<file path="config.mk">
export PLATFORM = sky130hd
export DESIGN_NAME = led_pattern_sequencer
export DESIGN_NICKNAME = d
export VERILOG_FILES = /design/src/rtl/led_pattern_sequencer.sv
export SDC_FILE = /design/constraint.sdc
export NUM_CORES = 1
export LEC_CHECK = 0
export CORE_MARGIN = 1.5
export CORE_UTILIZATION = 55
export CTS_CLUSTER_DIAMETER = 80
export DETAILED_ROUTE_END_ITERATION = 8
export GPL_TIMING_DRIVEN = 0
export PLACE_DENSITY = 0.74
export SYNTH_ARGS = -nofsm -noshare
export SYNTH_HDL_FRONTEND = slang
export SYNTH_SLANG_ARGS = --single-unit
export TNS_END_PERCENT = 100
</file>
<file path="constraint.sdc">
create_clock -name clk -period 2.6 [get_ports clk]
set_clock_uncertainty 0.1 [all_clocks]
set_input_delay 0.52 -clock clk [delete_from_list [all_inputs] [get_ports clk]]
set_output_delay 0.52 -clock clk [all_outputs]
set_load 0.02 [all_outputs]
</file>
<file path="src/rtl/led_pattern_sequencer.sv">
// led_pattern_sequencer
//   Steps an 8-LED display through four patterns. A debounced press of btn
//   advances the mode. A prescaled tick advances the pattern within a mode.
//
// Ports
//   clk    in   1  sole clock, rising edge
//   rst    in   1  synchronous reset, active high
//   btn    in   1  raw asynchronous pushbutton, 1 = pressed
//   pause  in   1  synchronous level, 1 freezes pattern stepping
//   led    out  8  registered LED drive, 1 = lit
//   mode   out  2  registered mode: 0 STATIC, 1 SHIFT, 2 BOUNCE, 3 BLINK
//
// Mode FSM
//   state  | meaning
//   STATIC | led fixed at 8'hBB, ticks ignored
//   SHIFT  | single lit bit rotates left on each tick
//   BOUNCE | single lit bit walks up and down between bit 0 and bit 7
//   BLINK  | all LEDs toggle together on each tick

module led_pattern_sequencer #(
  parameter int TICK_DIV   = 10000000,
  parameter int DEB_CYCLES = 1000000
) (
  input  logic       clk,
  input  logic       rst,
  input  logic       btn,
  input  logic       pause,
  output logic [7:0] led,
  output logic [1:0] mode
);

  localparam int TW = $clog2(TICK_DIV);
  localparam int DW = $clog2(DEB_CYCLES);
  localparam logic [TW-1:0] TICK_LAST = TW'(TICK_DIV - 1);
  localparam logic [DW-1:0] DEB_LAST  = DW'(DEB_CYCLES - 1);

  typedef enum logic [1:0] {
    STATIC = 2'd0,
    SHIFT  = 2'd1,
    BOUNCE = 2'd2,
    BLINK  = 2'd3
  } state_t;

  state_t          state;
  logic            sync1, sync2;
  logic            deb_level, deb_prev;
  logic [DW-1:0]   deb_cnt;
  logic            step;
  logic [TW-1:0]   tcnt;
  logic            dir_up;
  logic            tick;

  // Two-flop synchronizer for the asynchronous button.
  always_ff @(posedge clk) begin
    if (rst) begin
      sync1 <= 1'b0;
      sync2 <= 1'b0;
    end else begin
      sync1 <= btn;
      sync2 <= sync1;
    end
  end

  // Debounce: deb_cnt counts consecutive cycles in which the synchronized
  // level disagrees with deb_level. The level is accepted on the edge that
  // closes the DEB_CYCLES-th disagreeing cycle. step is registered so that
  // it is a clean one-cycle pulse on the press edge only.
  always_ff @(posedge clk) begin
    if (rst) begin
      deb_level <= 1'b0;
      deb_prev  <= 1'b0;
      deb_cnt   <= '0;
      step      <= 1'b0;
    end else begin
      if (sync2 == deb_level) begin
        deb_cnt <= '0;
      end else if (deb_cnt == DEB_LAST) begin
        deb_level <= sync2;
        deb_cnt   <= '0;
      end else begin
        deb_cnt <= deb_cnt + 1'b1;
      end
      deb_prev <= deb_level;
      step     <= deb_level & ~deb_prev;
    end
  end

  // Tick is suppressed while paused, so the counter simply holds.
  assign tick = (tcnt == TICK_LAST) && !pause;

  always_ff @(posedge clk) begin
    if (rst) begin
      state  <= STATIC;
      led    <= 8'hBB;
      tcnt   <= '0;
      dir_up <= 1'b1;
    end else if (step) begin
      // A step discards any coincident tick and restarts the prescaler.
      tcnt   <= '0;
      dir_up <= 1'b1;
      case (state)
        STATIC: begin
          state <= SHIFT;
          led   <= 8'h01;
        end
        SHIFT: begin
          state <= BOUNCE;
          led   <= 8'h01;
        end
        BOUNCE: begin
          state <= BLINK;
          led   <= 8'hFF;
        end
        default: begin
          state <= STATIC;
          led   <= 8'hBB;
        end
      endcase
    end else begin
      if (!pause) begin
        tcnt <= (tcnt == TICK_LAST) ? '0 : tcnt + 1'b1;
      end
      if (tick) begin
        case (state)
          STATIC: led <= 8'hBB;
          SHIFT:  led <= {led[6:0], led[7]};
          BOUNCE: begin
            if (dir_up) begin
              if (led[7]) begin
                led    <= 8'h40;
                dir_up <= 1'b0;
              end else begin
                led <= led << 1;
              end
            end else begin
              if (led[0]) begin
                led    <= 8'h02;
                dir_up <= 1'b1;
              end else begin
                led <= led >> 1;
              end
            end
          end
          default: led <= ~led;
        endcase
      end
    end
  end

  assign mode = state;

endmodule
</file>
==> results.cfg, run 1 <==
[floorplan]
rows = 26
die_area_sq_mm = 0.00563
floorplan.initialDensity = 0.566
die_width_um = 75.0
core_area_sq_mm = 0.00504
ios = 14
die_y_um = 75.0

[placed_design]
dp_hpwl_um = 3810
place_congestion = 0.882
preCtsSetupSlack_ps = -173
port_buffers = 13

[clock_tree]
cts_max_level = 3
cts_setup_buffers = 0
clock_sinks = 60
root_buffer = clkbuf_8
cts.clk_slew.worst_paths_ps = 60
cts_buffer_depth = 2
numCtsBuffers = 9
clk_latency_ps = 330
tritoncts = done

[drt]
wl_um = 5320
num_vias = 2315
avgViaCountPerCell = 5.36
drtIter0Drc = 96
drtAntennaViolNets = 0
dr.pass1.iters = 4
drcViolationCount = 0
wl_per_cell_um = 12.3

[power]
irDropWorstVdd_mv = 0.322
power_density_mw_per_mm2 = 539
p_leak_uw = 0.00113

[hold_path]
hp-class = reg -> reg

[sta]
slew_violations = 0
post-route-period-util = 0.950
hold_viol = 0
setup_ws_ps = 130
finalSetupViolCount = 0
max_freq_mhz = 405
rsz0062_at_grt = no
period_minus_slack_ps = 2470
relSlewSlack = 0.661
tightest_slew_ps = 505
setup_tns_ps = 0

[logic_synthesis]
syn_area_per_cell_sq_um = 8.54
yosysWarnings = 0
synth_cell_type_count = 49
synth_edf_count = 0
synthCells = 334
synth_nets = 344
async_reset_ff_frac = 0
syn_area_sq_mm = 0.00285
ys_seq_area_frac = 0.421
synth.ff_latch_count = 60
synth_ff_type = dfxtp_1

[global_routing]
grt_max_degree = 11
grt_overflow = 0
grt_pass1_vias = 2085
grt_usage = 0.206
antenna_found_initial = 0
grt_first_pass_wirelength_um = 8760

[worst_setup_path]
path_class = in -> reg
cp.arrival_ps = 2600
worst_setup_path_start_kind = input port
critPathMaxFanout = 6
crit_chain = clkdlybuf4s50_1 -> nand4b_1 -> or4_1 -> clkbuf_1 -> nor4_1 -> xnor2_1 -> nor2_1
required_ps = 2730
cp_slowest_stage_delay_ps = 540
critPathCaptureType = register
crit_slowest_cell = or4_1

[finish]
final_nets = 368
syn_to_final_growth_pct = 14.6
final_layout_size_suffix_gt1_frac = 0.0801
fill_cells = 475
antenna_cells = 0

[job]
drv_cap = 0

[status]
status = completed
-- metal layers --
metal  vias up  routed length (um)  track usage  share of wire
li1       1186                   -            -              -
met1      1079                2520        0.252           0.47
met2        43                2550        0.327           0.48
met3         7                 197       0.0669          0.037
met4         0                  58       0.0949          0.011
met5         -                   0            0              0
-- placed cells by master (no fill, tap or decap), drive strengths merged, types with 2 or more instances in the layout --
cell            n
dfxtp          60
nor2           60
nand2          23
xnor2          23
clkbuf         19
xor2           17
nand3          16
clkdlybuf4s50  13
a21oi          12
inv            11
nor3            9
nand4           8
nor2b           7
a31oi           6
ha              6
o21ai           6
or2             6
mux2i           5
nand2b          5
and2            5
nor4            5
buf             5
or4             4
and3            3
a21o            3
and4            2
nor4b           2
a221oi          2
o31ai           2
nor3b           2
-- worst paths after layout --
check / start / to / slack (ps) / depth (start not counted)
setup / recovery: pause / tcnt[23] / 130 / 7
hold / removal: deb_prev / step / 290 / 1
setup reg to reg: tcnt[16] / led[5] / 170 / 5
hold reg to reg: deb_prev / step / 290 / 1
-- where the power goes --
part,switching (uW),leakage (uW),internal (uW)
sequential,5.52,0.000484,925
clock,331,0.0000935,463
combinational,20.2,0.000555,16.7
total,357,0.00113,1400
-- layout make-up --
| class | count | area, sq um | share of cell area |
|---|---|---|---|
| Multi-Input combinational cell | 252 | 1570 | 0.480 |
| Sequential cell | 60 | 1200 | 0.368 |
| Clock buffer | 13 | 149 | 0.0456 |
| Timing Repair Buffer | 13 | 130 | 0.0398 |
| Tap cell | 70 | 87.6 | 0.0268 |
| Buffer | 11 | 56.3 | 0.0172 |
| Inverter | 11 | 41.3 | 0.0126 |
| Clock inverter | 2 | 35.0 | 0.0107 |
-- Yosys cell counts (2+ instances only) --
cell	instances	share of area
or2_2	4	0.0088
nor4b_1	2	0.0061
buf_4	3	0.0079
and3_1	3	0.0066
and2_1	5	0.011
o21ai_0	5	0.0088
xor2_1	17	0.052
buf_2	2	0.0035
nand2_1	23	0.030
or4_4	2	0.0079
nor3_1	9	0.016
nand2b_1	5	0.011
a31oi_1	6	0.013
nor2b_1	7	0.015
xnor2_1	23	0.071
mux2i_1	5	0.018
clkbuf_1	6	0.0079
a21oi_1	12	0.021
a221oi_1	2	0.0061
nor3b_1	2	0.0053
nor2_1	59	0.078
nor4_1	4	0.0088
nand3_1	15	0.026
and4_1	2	0.0061
a21o_1	3	0.0079
or2_1	2	0.0044
dfxtp_1	60	0.42
ha_1	6	0.026
or4_1	2	0.0053
nand4_1	8	0.018
o31ai_1	2	0.0053
inv_1	11	0.014
-- registers in the layout, summed over array words and instances (netlist names) --
signal     count
step           1
deb_prev       1
led            8
tcnt          24
deb_cnt       20
deb_level      1
sync1          1
mode           2
sync2          1
dir_up         1
-- stage by stage --
step	instance area [sq um]	hold slack (ps)	std cells	total power [uW]	utilization
detailed placement	3070	282	417	988	0.609
floorplan	2850	268	334	974	-
finish	3270	288	432	1760	0.648
global route	3270	304	432	1830	0.648
global placement	3070	275	417	986	0.609
CTS	3260	290	432	1780	0.647
-- worst max-delay path, delay by kind of cell --
| family | cells | cell delay, ps |
|---|---|---|
| buf+inv | 2 | 700 |
| xor+xnor | 1 | 160 |
| simple gates | 4 | 1220 |
-- what timing repair did --
action,CTS,global route
resized for setup,1,3
gates cloned,0,0
hold buffers,0,0
endpoints found under the setup margin,10,11
-- cell families after synthesis --
logic type | share of synthesized area
AOI/OAI and AO/OA | 0.0868
muxes | 0.0175
and+or+nand+nor | 0.292
xor gates and xnor gates | 0.123
buffers and inverters | 0.0338
adders and majority gates | 0.0263
DFF | 0.421
Note: power is estimated with default switching activity, not from simulation.
==> inputs of run 2 (changes only) <==
--- a/config.mk
+++ b/config.mk
@@ -9,7 +9,6 @@
 export CORE_UTILIZATION = 55
 export CTS_CLUSTER_DIAMETER = 80
 export DETAILED_ROUTE_END_ITERATION = 8
-export GPL_TIMING_DRIVEN = 0
 export PLACE_DENSITY = 0.74
 export SYNTH_ARGS = -nofsm -noshare
 export SYNTH_HDL_FRONTEND = slang
==> run 2 against run 1 <==
Net effect:
- global-route usage grew 0.29 points
- non-clock buffer count is the same
- critical path depth shrank 1
- wire length shrank 0.60%
- combinational power grew 2%
- worst setup slack gained 9.1 ps
- die area is the same
- critical path type is now reg -> reg
==> results.cfg, run 2 (synthesized netlist as in run 1, its figures left out) <==
[floorplan]
die_width_um = 75.0
core_area_sq_mm = 0.00504
rows = 26
ios = 14
floorplan.initialDensity = 0.566
die_y_um = 75.0
die_area_sq_mm = 0.00563

[sta]
tightest_slew_ps = 506
period_minus_slack_ps = 2460
rsz0062_at_grt = no
relSlewSlack = 0.663
finalSetupViolCount = 0
slew_violations = 0
max_freq_mhz = 406
post-route-period-util = 0.947
hold_viol = 0
setup_tns_ps = 0

[clock_tree]
clock_sinks = 60
numCtsBuffers = 9
cts_setup_buffers = 0
tritoncts = done
cts_buffer_depth = 2
cts.clk_slew.worst_paths_ps = 70
hold_buffers = 0
root_buffer = clkbuf_8
post_cts_resized = 0
cts_max_level = 3
clk_latency_ps = 330

[power]
p_sw_uw = 372
clock_power_share = 0.425
irDropWorstVdd_mv = 0.394
combPwrFrac = 0.022
seqPwrFrac = 0.552
p_leak_uw = 0.00114
p_int_uw = 1310
power_density_mw_per_mm2 = 515
power_uw = 1680
p_sw_frac = 0.221

[finish]
fill_cells = 439
final_nets = 368
reg_top3 = tcnt: 24 flops, deb_cnt: 20 flops, led: 8 flops
syn_to_final_growth_pct = 14.6
final_cell_mix = dfxtp_1 (60), nor2_1 (59), nand2_1 (23), xnor2_1 (23), xor2_1 (17)
fin_cells = 433
final_layout_size_suffix_gt1_frac = 0.0937
antenna_cells = 0
largest_reg_flops = 24
top_register = tcnt
design_area_sq_mm = 0.00327
final_common_cell = dfxtp_1

[hold_path]
whs_path_depth = 1
hp-class = reg -> reg

[worst_setup_path]
crit_slowest_cell = or4b_1
reg2reg_depth = 6
critPathCaptureType = register
cp_slowest_stage_delay_ps = 530
cp.arrival_ps = 2580
required_ps = 2720
path_class = reg -> reg
critPathMaxFanout = 10
crit_chain = or4b_1 -> or4_4 -> nor4_2 -> buf_4 -> nor2_2 -> o31a_1
worst_setup_path_start_kind = register

[drt]
drtIter0Drc = 104
wl_um = 5290
avgViaCountPerCell = 5.35
drcViolationCount = 0
dr.pass1.iters = 4
wl_per_cell_um = 12.2
num_vias = 2316
drtAntennaViolNets = 0

[placed_design]
dp_hpwl_um = 3790
place_congestion = 0.851
port_buffers = 13
dp.cells = 417
placed_area_sq_mm = 0.00310

[global_routing]
grt_overflow = 0
grt_first_pass_wirelength_um = 8940
grt_usage = 0.208
antenna_found_initial = 0
grt_max_degree = 17
grt_pass1_vias = 2066

[job]
drv_cap = 0

[status]
status = completed
-- run 2: cell types whose count changed in the layout (fill, tap and decap cells not counted) --
cell	delta
clkbuf_1	-6
nor4_1	+2
clkinv_2	+1
bufinv_16	-1
nor4_2	-2
buf_4	+8
clkinvlp_4	+2
buf_2	-2
clkbuf_2	-1
-- run 2: final cells by class --
cell class | instances | area (sq um) | area share
timing repair buffer | 24 | 213 | 0.0651
inverter | 11 | 41.3 | 0.0126
sequential | 60 | 1200 | 0.368
clock inverter | 4 | 25.0 | 0.00766
multi-input combinational | 252 | 1560 | 0.476
tap | 70 | 87.6 | 0.0268
clock buffer | 12 | 145 | 0.0444
-- run 2: through the flow --
step           hold WS [ps]  setup slack (ps)   util
2_1_floorplan           268               282      -
3_5_place_dp            279              65.2  0.614
4_1_cts                 289               138  0.648
3_3_place_gp            273               114  0.614
5_1_grt                 314              17.4  0.648
6_report                285               139  0.648
-- run 2: worst max-delay path: cells and delay by family, from the launching register on --
| family | cells | cell delay (ps) |
|---|---|---|
| flops | 1 | 350 |
| simple gates | 4 | 1400 |
| compound gates | 1 | 280 |
| buf+inv | 1 | 220 |
-- run 2: path summary, 6_finish.rpt --
check	slack (ps)	to	startpoint
min	290	step	deb_prev
max	140	led[7]	tcnt[16]
min reg2reg	290	step	deb_prev
max reg2reg	140	led[7]	tcnt[16]
-- run 2: power by group through the flow --
stage | clock (uW) | sequential (uW) | combinational [uW]
finish | 716 | 930 | 37.6
global route | 781 | 930 | 42.5
CTS | 740 | 930 | 38.6
detailed placement | 0 | 950 | 38.3
global placement | 0 | 950 | 37.7
floorplan | 0 | 949 | 24.9
-- run 2: layer usage --
metal | GRT usage | share of wire
met1 | 0.258 | 0.48
met3 | 0.0723 | 0.039
met2 | 0.336 | 0.47
met4 | 0.0768 | 0.0079
met5 | 0 | 0
==> inputs of run 3 (changes only) <==
--- a/config.mk
+++ b/config.mk
@@ -5,9 +5,8 @@
 export SDC_FILE = /design/constraint.sdc
 export NUM_CORES = 1
 export LEC_CHECK = 0
-export CORE_MARGIN = 1.5
+export CORE_MARGIN = 1
 export CORE_UTILIZATION = 55
-export CTS_CLUSTER_DIAMETER = 80
 export DETAILED_ROUTE_END_ITERATION = 8
 export PLACE_DENSITY = 0.74
 export SYNTH_ARGS = -nofsm -noshare
==> run 3 against run 2 <==
Net effect:
- worst hold slack improved by 1.2 ps
- worst setup slack improved by 16 ps
- sequential power barely moved
- utilization rose by 2.5 points
- critical path depth did not move
- first-iteration DRC count fell by 21%
- register-to-register slack improved by 20 ps
- via count barely moved
- clock power rose by 12%
- non-clock buffer count fell by 2
- global-route usage rose by 2.2 points
- power rose by 5.1%
- critical path type unchanged
- largest cell class unchanged
==> results.cfg, run 3 (synthesized netlist as in run 1, its figures left out) <==
[drt]
drtAntennaViolNets = 0
drtIter0Drc = 82
wl_per_cell_um = 12.8
num_vias = 2314
avgViaCountPerCell = 5.42
wl_um = 5470
dr.pass1.iters = 4
drcViolationCount = 0

[floorplan]
floorplan.initialDensity = 0.588
rows = 25
die_width_um = 74.0
die_y_um = 74.0
die_area_sq_mm = 0.00548
core_area_sq_mm = 0.00485
ios = 14

[global_routing]
antenna_found_initial = 0
grt_first_pass_wirelength_um = 9630
grt_overflow = 0
grt_max_degree = 19
grt_usage = 0.230
grt_pass1_vias = 2234

[worst_setup_path]
reg2reg_to = led[7]
cp.arrival_ps = 2570
r2r_start = tcnt[16]
worst-path-buf-inv = 1
crit_chain = or4b_1 -> or4_4 -> nor4_2 -> buf_4 -> nor2_2 -> o31a_1
required_ps = 2720
rrSetupSlack_ps = 160
critPathMaxFanout = 10
setup.worst_path.start = tcnt[16]
cp_slowest_stage_delay_ps = 520
crit_cells = 6
path_class = reg -> reg
crit_family = simple AND/OR/NAND/NOR gates
crit_slowest_cell = or4b_1
reg2reg_depth = 6
endpoint = led[7]
worst_setup_path_start_kind = register
critPathCaptureType = register

[placed_design]
port_buffers = 13
dp_hpwl_um = 3740
place_congestion = 0.814

[sta]
setup_tns_ps = 0
hold_viol = 0
relSlewSlack = 0.591
period_minus_slack_ps = 2440
finalSetupViolCount = 0
slew_violations = 0
tightest_slew_ps = 608
max_freq_mhz = 409
rsz0062_at_grt = no
post-route-period-util = 0.940

[finish]
antenna_cells = 0
syn_to_final_growth_pct = 14.4
final_nets = 366
reg_top3 = tcnt: 24 flops, deb_cnt: 20 flops, led: 8 flops
utilization = 0.673
multi_input_comb_area_sq_mm = 0.00156
final_layout_size_suffix_gt1_frac = 0.0833
top_register = tcnt
final_cell_mix = dfxtp_1 (60), nor2_1 (59), nand2_1 (23), xnor2_1 (23), xor2_1 (17)
fill_cells = 412
largest_reg_flops = 24
final_common_cell = dfxtp_1
seqCellArea_sq_mm = 0.00120

[clock_tree]
hold_buffers = 0
numCtsBuffers = 9
tritoncts = done
cts_buffer_depth = 2
root_buffer = clkbuf_8
post_cts_resized = 0
cts_setup_buffers = 0
cts_max_level = 3
clk_latency_ps = 330
cts.clk_slew.worst_paths_ps = 70
clock_sinks = 60

[power]
irDropWorstVdd_mv = 0.264
p_leak_uw = 0.00114
power_density_mw_per_mm2 = 542

[job]
drv_cap = 0

[status]
status = completed

[hold_path]
hp-class = reg -> reg
[run 3: metrics by stage]
| step | cells | power (uW) | hold WS, ps | cell area [sq um] | setup WS (ps) |
|---|---|---|---|---|---|
| finish | 427 | 1770 | 287 | 3260 | 155 |
| detailed placement | 412 | 988 | 280 | 3080 | 55.1 |
| CTS | 427 | 1790 | 287 | 3260 | 144 |
| global placement | 412 | 987 | 272 | 3080 | 101 |
| global route | 427 | 1830 | 317 | 3260 | 35.8 |
| floorplan | 334 | 974 | 268 | 2850 | 282 |
[run 3: metal layers]
layer  GRT usage  routed length (um)  vias up
li1            -                   -     1183
met1       0.278                2550     1077
met2       0.380                2630       48
met3      0.0786                 225        6
met4      0.0855                  63        0
met5           0                   0        -
[run 3: worst min-delay path by stage]
stage | startpoint | end | slack [ps] | cells past startpoint
floorplan | deb_prev | step | 270 | 1
global placement | deb_prev | step | 270 | 1
detailed placement | deb_prev | step | 280 | 1
CTS | deb_prev | step | 290 | 1
global route | deb_prev | step | 320 | 1
finish | deb_prev | step | 290 | 1
[run 3: final cells by class]
type | instances | area share
flip-flops and latches | 60 | 0.368
well taps | 67 | 0.0257
inverters | 11 | 0.0127
repair buffers | 22 | 0.0606
clock inverters | 2 | 0.0107
multi-input cells | 252 | 0.477
clock buffers | 13 | 0.0456
[run 3: report_power, final]
group	switching (uW)	internal, uW
Clock	338	463
Sequential	5.68	925
Combinational	19.7	17.7
[run 3: worst register-to-register path, delay by kind of cell, from the launching register on]
family / cells / cell delay, ps
AO/OA/AOI/OAI: 1 / 280
buffers and inverters: 1 / 220
flip-flops: 1 / 340
AND/OR/NAND/NOR: 4 / 1400
